`src/rtl/spi_slave_regif.sv`:
```
// spi_slave_regif: SPI responder for CPHA=0 frames (mode 0 / mode 2 via CPOL).
// A frame is a HEADER_LEN-bit instruction header (MSB = R/W, low ADDR_WIDTH
// bits = register address) followed by either WDATA_WIDTH write bits on MOSI
// or RDATA_WIDTH read bits returned on MISO.
//
// Register interface protocol: reg_wr_en and reg_rd_en are single-cycle
// strobes with no back-pressure. reg_addr (and reg_wr_data for writes) are
// valid in the strobe cycle. For reads, the register block must present
// reg_rd_data in the cycle immediately after reg_rd_en; it is captured then.
//
// Optional feature: define SPI_SLAVE_ERR_CNT_EN to add err_cnt[15:0], a
// saturating count of frame_err pulses that only nrst clears.
module spi_slave_regif #(
   parameter int CPOL        = 0,
   parameter int HEADER_LEN  = 16,
   parameter int ADDR_WIDTH  = 8,
   parameter int WDATA_WIDTH = 8,
   parameter int RDATA_WIDTH = 8
) (
   input  logic                   clk,
   input  logic                   nrst,
   input  logic                   sclk_pin,
   input  logic                   ncs_pin,
   input  logic                   mosi_pin,
   output logic                   miso_pin,
   output logic                   miso_oe,
   output logic [ADDR_WIDTH-1:0]  reg_addr,
   output logic                   reg_wr_en,
   output logic [WDATA_WIDTH-1:0] reg_wr_data,
   output logic                   reg_rd_en,
   input  logic [RDATA_WIDTH-1:0] reg_rd_data,
   output logic                   frame_active,
   output logic                   frame_err
`ifdef SPI_SLAVE_ERR_CNT_EN
   ,
   output logic [15:0]            err_cnt
`endif
);

   // Longest bit run the counter must cover inside one frame phase.
   localparam int MAX_HW   = (HEADER_LEN > WDATA_WIDTH) ? HEADER_LEN : WDATA_WIDTH;
   localparam int MAX_BITS = (MAX_HW > RDATA_WIDTH) ? MAX_HW : RDATA_WIDTH;
   localparam int CNT_W    = $clog2(MAX_BITS + 1);
   // Receive shifter keeps all but the bit arriving this cycle.
   localparam int RX_W     = MAX_BITS - 1;

   localparam logic [CNT_W-1:0] HDR_LAST = CNT_W'(HEADER_LEN - 1);
   localparam logic [CNT_W-1:0] WR_LAST  = CNT_W'(WDATA_WIDTH - 1);
   localparam logic [CNT_W-1:0] RD_LAST  = CNT_W'(RDATA_WIDTH - 1);
   localparam logic             CPOL_LVL = (CPOL != 0);

   // ST_RD_REQ: reg_rd_en is high; ST_RD_CAP: reg_rd_data is valid and captured.
   typedef enum logic [2:0] {
      ST_IDLE,
      ST_HEADER,
      ST_WDATA,
      ST_RD_REQ,
      ST_RD_CAP,
      ST_RDATA,
      ST_DONE
   } state_t;

   state_t state_q;
   state_t state_d;

   logic [2:0]             sclk_sync;
   logic [2:0]             ncs_sync;
   logic [1:0]             mosi_sync;
   logic                   sclk_rise;
   logic                   sclk_fall;
   logic                   sample_edge;
   logic                   shift_edge;
   logic                   ncs_fall;
   logic                   ncs_rise;
   logic                   mosi_bit;

   logic [CNT_W-1:0]       bit_cnt;
   logic [RX_W-1:0]        rx_sr;
   logic [RDATA_WIDTH-1:0] tx_sr;
   logic                   overrun;
   logic                   counting;

   logic                   hdr_done;
   logic                   wr_done;
   logic                   frame_bad;
   logic                   hdr_rw;
   logic [ADDR_WIDTH-1:0]  hdr_addr;
   logic [WDATA_WIDTH-1:0] wr_word;

   // Synchronise the pins; the third SCLK/NCS flop is the edge-detect reference.
   // The NCS chain resets to "selected" so that a frame already in progress
   // when reset is released produces no falling edge and is ignored.
   always_ff @(posedge clk or negedge nrst) begin
      if (!nrst) begin
         sclk_sync <= {3{CPOL_LVL}};
         ncs_sync  <= 3'b000;
         mosi_sync <= 2'b00;
      end else begin
         sclk_sync <= {sclk_sync[1:0], sclk_pin};
         ncs_sync  <= {ncs_sync[1:0], ncs_pin};
         mosi_sync <= {mosi_sync[0], mosi_pin};
      end
   end

   assign sclk_rise   = sclk_sync[1] & ~sclk_sync[2];
   assign sclk_fall   = ~sclk_sync[1] & sclk_sync[2];
   assign sample_edge = CPOL_LVL ? sclk_fall : sclk_rise;
   assign shift_edge  = CPOL_LVL ? sclk_rise : sclk_fall;
   assign ncs_fall    = ~ncs_sync[1] & ncs_sync[2];
   assign ncs_rise    = ncs_sync[1] & ~ncs_sync[2];
   assign mosi_bit    = mosi_sync[1];

   // Header fields as they will look once the bit arriving now is shifted in.
   assign hdr_rw   = rx_sr[HEADER_LEN-2];
   assign hdr_addr = {rx_sr[ADDR_WIDTH-2:0], mosi_bit};
   assign wr_word  = {rx_sr[WDATA_WIDTH-2:0], mosi_bit};
   assign counting = (state_q == ST_HEADER) || (state_q == ST_WDATA) ||
                     (state_q == ST_RDATA);

   // FSM state register.
   always_ff @(posedge clk or negedge nrst) begin
      if (!nrst) state_q <= ST_IDLE;
      else       state_q <= state_d;
   end

   // Next-state decode plus the single-cycle events derived from it.
   always_comb begin
      state_d   = state_q;
      hdr_done  = 1'b0;
      wr_done   = 1'b0;
      frame_bad = 1'b0;
      case (state_q)
         ST_IDLE: begin
            // An SCLK edge coincident with the NCS fall is not counted.
            if (ncs_fall) state_d = ST_HEADER;
         end
         ST_HEADER: begin
            if (sample_edge && (bit_cnt == HDR_LAST)) begin
               hdr_done = 1'b1;
               state_d  = hdr_rw ? ST_RD_REQ : ST_WDATA;
            end
         end
         ST_WDATA: begin
            if (sample_edge && (bit_cnt == WR_LAST)) begin
               wr_done = 1'b1;
               state_d = ST_DONE;
            end
         end
         ST_RD_REQ: state_d = ST_RD_CAP;
         ST_RD_CAP: state_d = ST_RDATA;
         ST_RDATA: begin
            if (sample_edge && (bit_cnt == RD_LAST)) state_d = ST_DONE;
         end
         ST_DONE: state_d = ST_DONE;
         default: state_d = ST_IDLE;
      endcase
      // Deselect always wins: it aborts the frame and suppresses a pending write.
      if (ncs_rise && (state_q != ST_IDLE)) begin
         state_d   = ST_IDLE;
         hdr_done  = 1'b0;
         wr_done   = 1'b0;
         frame_bad = (state_q == ST_DONE) ? (overrun | sample_edge) : 1'b1;
      end
   end

   // Bit counter: restarts on every state change, counts sample edges per phase.
   always_ff @(posedge clk or negedge nrst) begin
      if (!nrst)                        bit_cnt <= '0;
      else if (state_d != state_q)      bit_cnt <= '0;
      else if (sample_edge && counting) bit_cnt <= bit_cnt + CNT_W'(1);
   end

   // Receive shifter for header and write payload.
   always_ff @(posedge clk or negedge nrst) begin
      if (!nrst) begin
         rx_sr <= '0;
      end else if (state_q == ST_IDLE) begin
         rx_sr <= '0;
      end else if (sample_edge && ((state_q == ST_HEADER) || (state_q == ST_WDATA))) begin
         rx_sr <= {rx_sr[RX_W-2:0], mosi_bit};
      end
   end

   // Remember sample edges seen after the frame completed (over-long frame).
   always_ff @(posedge clk or negedge nrst) begin
      if (!nrst)                    overrun <= 1'b0;
      else if (state_q != ST_DONE)  overrun <= 1'b0;
      else if (sample_edge)         overrun <= 1'b1;
   end

   // Register-interface strobes and their address/data.
   always_ff @(posedge clk or negedge nrst) begin
      if (!nrst) begin
         reg_addr    <= '0;
         reg_wr_en   <= 1'b0;
         reg_wr_data <= '0;
         reg_rd_en   <= 1'b0;
      end else begin
         reg_wr_en <= wr_done;
         reg_rd_en <= hdr_done & hdr_rw;
         if (hdr_done) reg_addr    <= hdr_addr;
         if (wr_done)  reg_wr_data <= wr_word;
      end
   end

   // Transmit path: capture read data, then present one bit per shift edge.
   // A shift edge landing in the capture cycle (SCLK near the 4x limit) is
   // served straight from reg_rd_data so the MSB is never lost.
   always_ff @(posedge clk or negedge nrst) begin
      if (!nrst) begin
         tx_sr    <= '0;
         miso_pin <= 1'b0;
      end else begin
         if (state_q == ST_RD_CAP) begin
            if (shift_edge) begin
               miso_pin <= reg_rd_data[RDATA_WIDTH-1];
               tx_sr    <= reg_rd_data << 1;
            end else begin
               tx_sr <= reg_rd_data;
            end
         end else if ((state_q == ST_RDATA) && shift_edge) begin
            miso_pin <= tx_sr[RDATA_WIDTH-1];
            tx_sr    <= tx_sr << 1;
         end
         if (state_d != ST_RDATA) miso_pin <= 1'b0;
      end
   end

   // Frame status and MISO enable, registered for clean pin-level outputs.
   always_ff @(posedge clk or negedge nrst) begin
      if (!nrst) begin
         frame_active <= 1'b0;
         frame_err    <= 1'b0;
         miso_oe      <= 1'b0;
      end else begin
         frame_active <= (state_d != ST_IDLE);
         frame_err    <= frame_bad;
         miso_oe      <= (state_d == ST_RDATA);
      end
   end

`ifdef SPI_SLAVE_ERR_CNT_EN
   // Saturating count of malformed frames; only nrst clears it.
   always_ff @(posedge clk or negedge nrst) begin
      if (!nrst)                               err_cnt <= '0;
      else if (frame_bad && (err_cnt != 16'hFFFF)) err_cnt <= err_cnt + 16'd1;
   end
`endif

endmodule

```
`config.mk`:
```
export PLATFORM = sky130hd
export DESIGN_NAME = spi_slave_regif
export DESIGN_NICKNAME = d
export VERILOG_FILES = /design/src/rtl/spi_slave_regif.sv
export SDC_FILE = /design/constraint.sdc
export NUM_CORES = 1
export LEC_CHECK = 0
export BUFFER_PORTS_ARGS = -buffer_cell sky130_fd_sc_hd__clkbuf_2
export CORE_MARGIN = 4
export CORE_UTILIZATION = 52
export CTS_BUF_LIST = sky130_fd_sc_hd__clkbuf_4 sky130_fd_sc_hd__clkbuf_8 sky130_fd_sc_hd__clkbuf_16
export CTS_CLUSTER_DIAMETER = 120
export DETAILED_ROUTE_END_ITERATION = 8
export PLACE_DENSITY = 0.75
export RECOVER_POWER = 50
export SYNTH_ARGS = -nofsm -noshare
export SYNTH_HDL_FRONTEND = slang
export SYNTH_SLANG_ARGS = --single-unit
```
`constraint.sdc`:
```
create_clock -name clk -period 1.9 [get_ports clk]
set_input_delay 0.095 -clock clk [delete_from_list [all_inputs] [get_ports clk]]
set_output_delay 0.095 -clock clk [all_outputs]
set_load 0.01 [all_outputs]
```
==> flow_metrics.env <==
export IMPL_startpoint="bit_cnt[1]$_DFFE_PN0P_"
export IMPL_ys_types=42
export IMPL_avgRoutedWirePerCell_um=15.1
export IMPL_period_minus_slack_ns=1.96
export IMPL_hold_violations=0
export IMPL_die_w_um=81.8
export IMPL_worstPathMaxFanout=5
export IMPL_hp_class="input pin to flop"
export IMPL_die_area_mm2=0.00669
export IMPL_skew_ns=0.00701
export IMPL_critPathLaunchType="flop"
export IMPL_post_route_period_util_pct=103
export IMPL_reg2reg_to="miso_pin$_DFFE_PN0P_"
export IMPL_gp_congestion=0.827
export IMPL_tns_ns=-0.0647
export IMPL_numClockSinks=62
export IMPL_crit_end="miso_pin$_DFFE_PN0P_"
export IMPL_synth_fp_nets=253
export IMPL_n_antenna_cell=0
export IMPL_clkTransAtPathRegs_ns=0.07
export IMPL_yosysSeqAreaShare_pct=54.8
export IMPL_clockBufferDepth=2
export IMPL_antenna_found_initial=0
export IMPL_worst_endpoint_required_ns=2.14
export IMPL_worst_pin_slew_ns=1.12
export IMPL_ys_flop_type="dfrtp_1"
export IMPL_outcome="finished with violations"
export IMPL_vias=2043
export IMPL_nNetsFinal=305
export IMPL_cap_violations=0
export IMPL_ant_nets=0
export IMPL_cts_inserted_buffers=9
export IMPL_core_mm2=0.00520
export IMPL_gr_total_overflow=0
export IMPL_die_h_um=81.8
export IMPL_initial_core_util_pct=54.4
export IMPL_syn_area_per_cell_um2=11.9
export IMPL_r2r_start="bit_cnt[1]$_DFFE_PN0P_"
export IMPL_hpwl_um=3720
export IMPL_area_growth_pct=22.3
export IMPL_drt_total_wl_um=5490
export IMPL_regToRegSetupSlack_ns=-0.06
export IMPL_grt_usage_pct=19.0
export IMPL_violations="setup timing"
export IMPL_insertion_delay_ns=0.33
export IMPL_placed_area_mm2=0.00316
export IMPL_crit_path_end_kind="flop"
export IMPL_peakVddDrop_mv=0.489
export IMPL_p_per_area_mw_per_mm2=809
export IMPL_place_inst=343
export IMPL_utilization_pct=66.5
export IMPL_pin_count=35
export IMPL_firstDrtPassIters=5
export IMPL_grt_pass1_vias=2087
export IMPL_rows=26
export IMPL_setup_viol=1
export IMPL_cts_root_buf="clkbuf_8"
export IMPL_postSynth_asyncResetShare_pct=100
export IMPL_drv_slew=0
export IMPL_io_buffers=34
export IMPL_dr_first_iter_drc_count=114
export IMPL_drc_errors=0
export IMPL_h_tree_depth=3
export IMPL_relSlewSlack_pct=25.4
export IMPL_syn_area_mm2=0.00283
export IMPL_grt_start_max_net_pins=31
export IMPL_drive_above_1_share_pct=26.9
export IMPL_synth_seq_cells=62
export IMPL_yosys_warnings=0
export IMPL_fmax_mhz=509
export IMPL_vias_per_cell=5.61
export IMPL_setup_slack_ns=-0.0647
export IMPL_netlist_instances=238
export IMPL_grt_pass1_wl_um=9620
export IMPL_synth_edff_count=0
export IMPL_rr_worst_depth=7
export IMPL_cts_tree="built"
export IMPL_arrival_ns=2.20
export IMPL_crit_type="flop to flop"
export IMPL_final_area_mm2=0.00346
export IMPL_rsz0062_at_grt="yes"
export IMPL_leakagePower_nw=1.47
export IMPL_instances_no_fill=364
-- power by group --
group / switching, mW / internal [mW] / total (mW)
Clock: 0.477 / 0.738 / 1.22
Sequential: 0.0213 / 1.35 / 1.37
Combinational: 0.128 / 0.0863 / 0.214
Total: 0.626 / 2.18 / 2.80
-- cell type report --
cell class | count | area [µm²]
tap | 70 | 87.6
sequential | 62 | 1550
fill | 427 | 1740
timing repair buffer | 58 | 333
clock inverter | 5 | 75.1
inverter | 6 | 22.5
multi-input combinational | 153 | 1260
clock buffer | 10 | 131
-- cell usage in the layout, fill, tap and decap left out, types with 2 or more instances in the layout --
cell type | netlist | layout
inv_1 | 5 | 5
bufinv_16 | 0 | 2
mux2i_1 | 22 | 22
clkbuf_2 | 0 | 11
nand2_1 | 2 | 2
nor2b_1 | 5 | 5
mux2_1 | 6 | 6
a21oi_1 | 5 | 4
xor2_1 | 3 | 3
clkinv_2 | 0 | 3
clkbuf_1 | 12 | 23
clkbuf_8 | 0 | 9
dfrtp_1 | 62 | 62
buf_4 | 0 | 18
nor2_1 | 6 | 5
dlygate4sd3_1 | 0 | 4
o31ai_1 | 16 | 16
nor4_1 | 2 | 2
and3_1 | 4 | 2
nand2b_1 | 4 | 4
o211ai_1 | 2 | 2
o21ai_0 | 33 | 33
o21ai_1 | 3 | 3
nand4_1 | 2 | 2
mux2_2 | 11 | 11
nor3_2 | 0 | 5
-- kinds of logic after synthesis --
| group | after synthesis | synth area share, % |
|---|---|---|
| AOI/OAI and AO/OA | 67 | 15.2 |
| DFF | 62 | 54.8 |
| and+or+nand+nor | 41 | 10.1 |
| muxes | 39 | 14.5 |
| buffers and inverters | 23 | 3.27 |
| xor gates and xnor gates | 3 | 0.928 |
| adders and majority gates | 3 | 1.24 |
-- synthesized netlist by cell type (2+ instances only) --
master / count / area share, %
a21oi_1: 5 / 0.88
and3_1: 4 / 0.88
buf_2: 5 / 0.88
clkbuf_1: 12 / 1.6
dfrtp_1: 62 / 55
ha_1: 2 / 0.88
inv_1: 5 / 0.66
mux2_1: 6 / 2.4
mux2_2: 11 / 4.4
mux2i_1: 22 / 7.8
nand2_1: 2 / 0.27
nand2b_1: 4 / 0.88
nand4_1: 2 / 0.44
nor2_1: 6 / 0.80
nor2b_1: 5 / 1.1
nor3_1: 6 / 1.1
nor4_1: 2 / 0.44
o211ai_1: 2 / 0.53
o21ai_0: 33 / 5.8
o21ai_1: 3 / 0.53
o31ai_1: 16 / 4.2
xor2_1: 3 / 0.93
-- how the worst min path moves through the flow --
stage	end	startpoint	cells after the start	slack [ns]
after floorplan	bit_cnt[0]$_DFFE_PN0P_	nrst	0	-0.20
after global placement	rx_sr[10]$_DFFE_PN0P_	nrst	1	0.10
after detailed placement	rx_sr[11]$_DFFE_PN0P_	nrst	1	0.10
after CTS	tx_sr[0]$_DFFE_PN0P_	reg_rd_data[0]	3	0.04
after global routing	tx_sr[0]$_DFFE_PN0P_	reg_rd_data[0]	3	0.04
final	tx_sr[0]$_DFFE_PN0P_	reg_rd_data[0]	3	0.04
-- layer usage --
metal	wire length, µm	global-route usage [%]	up-vias
met3	281	6.69	8
li1	-	-	978
met1	2340	23.1	1008
met4	64	5.15	0
met5	0	0	-
met2	2800	32.0	49
-- sequential cells by signal, indices dropped and copies added, names as in the netlist --
signal and count:
reg_addr 8, overrun 1, reg_wr_en 1, frame_err 1, ncs_sync 3, tx_sr 8
mosi_sync 2, bit_cnt 5, miso_oe 1, frame_active 1, reg_wr_data 8, sclk_sync 3
state_q 3, rx_sr 15, reg_rd_en 1, miso_pin 1
-- repair_timing --
action                                  4_1_cts  5_1_grt
setup buffers                                 1        1
gates resized for setup                      11        5
pin swaps                                     9        4
hold endpoints to repair                     23        0
hold buffers                                  4        0
endpoints found under the setup margin       15       19
-- critical path: stages (launching register included) --
cell and delay, ns:
dfrtp_1 0.39, ha_2 0.20, and3_4 0.15, ha_4 0.14, nor4bb_4 0.16, a22o_1 0.26, a2111oi_4 0.31, nor4b_2 0.25
-- metrics by stage --
stage,worst slack (ns),power [mW],hold slack [ns]
2_1_floorplan,0.00165,1.50,-0.201
3_3_place_gp,-0.00440,1.59,0.102
3_5_place_dp,-0.0872,1.59,0.100
4_1_cts,-0.0878,2.83,0.0363
5_1_grt,-0.150,2.93,0.0443
6_report,-0.0647,2.80,0.0368
No activity file was read; power rests on OpenSTA's default activity.
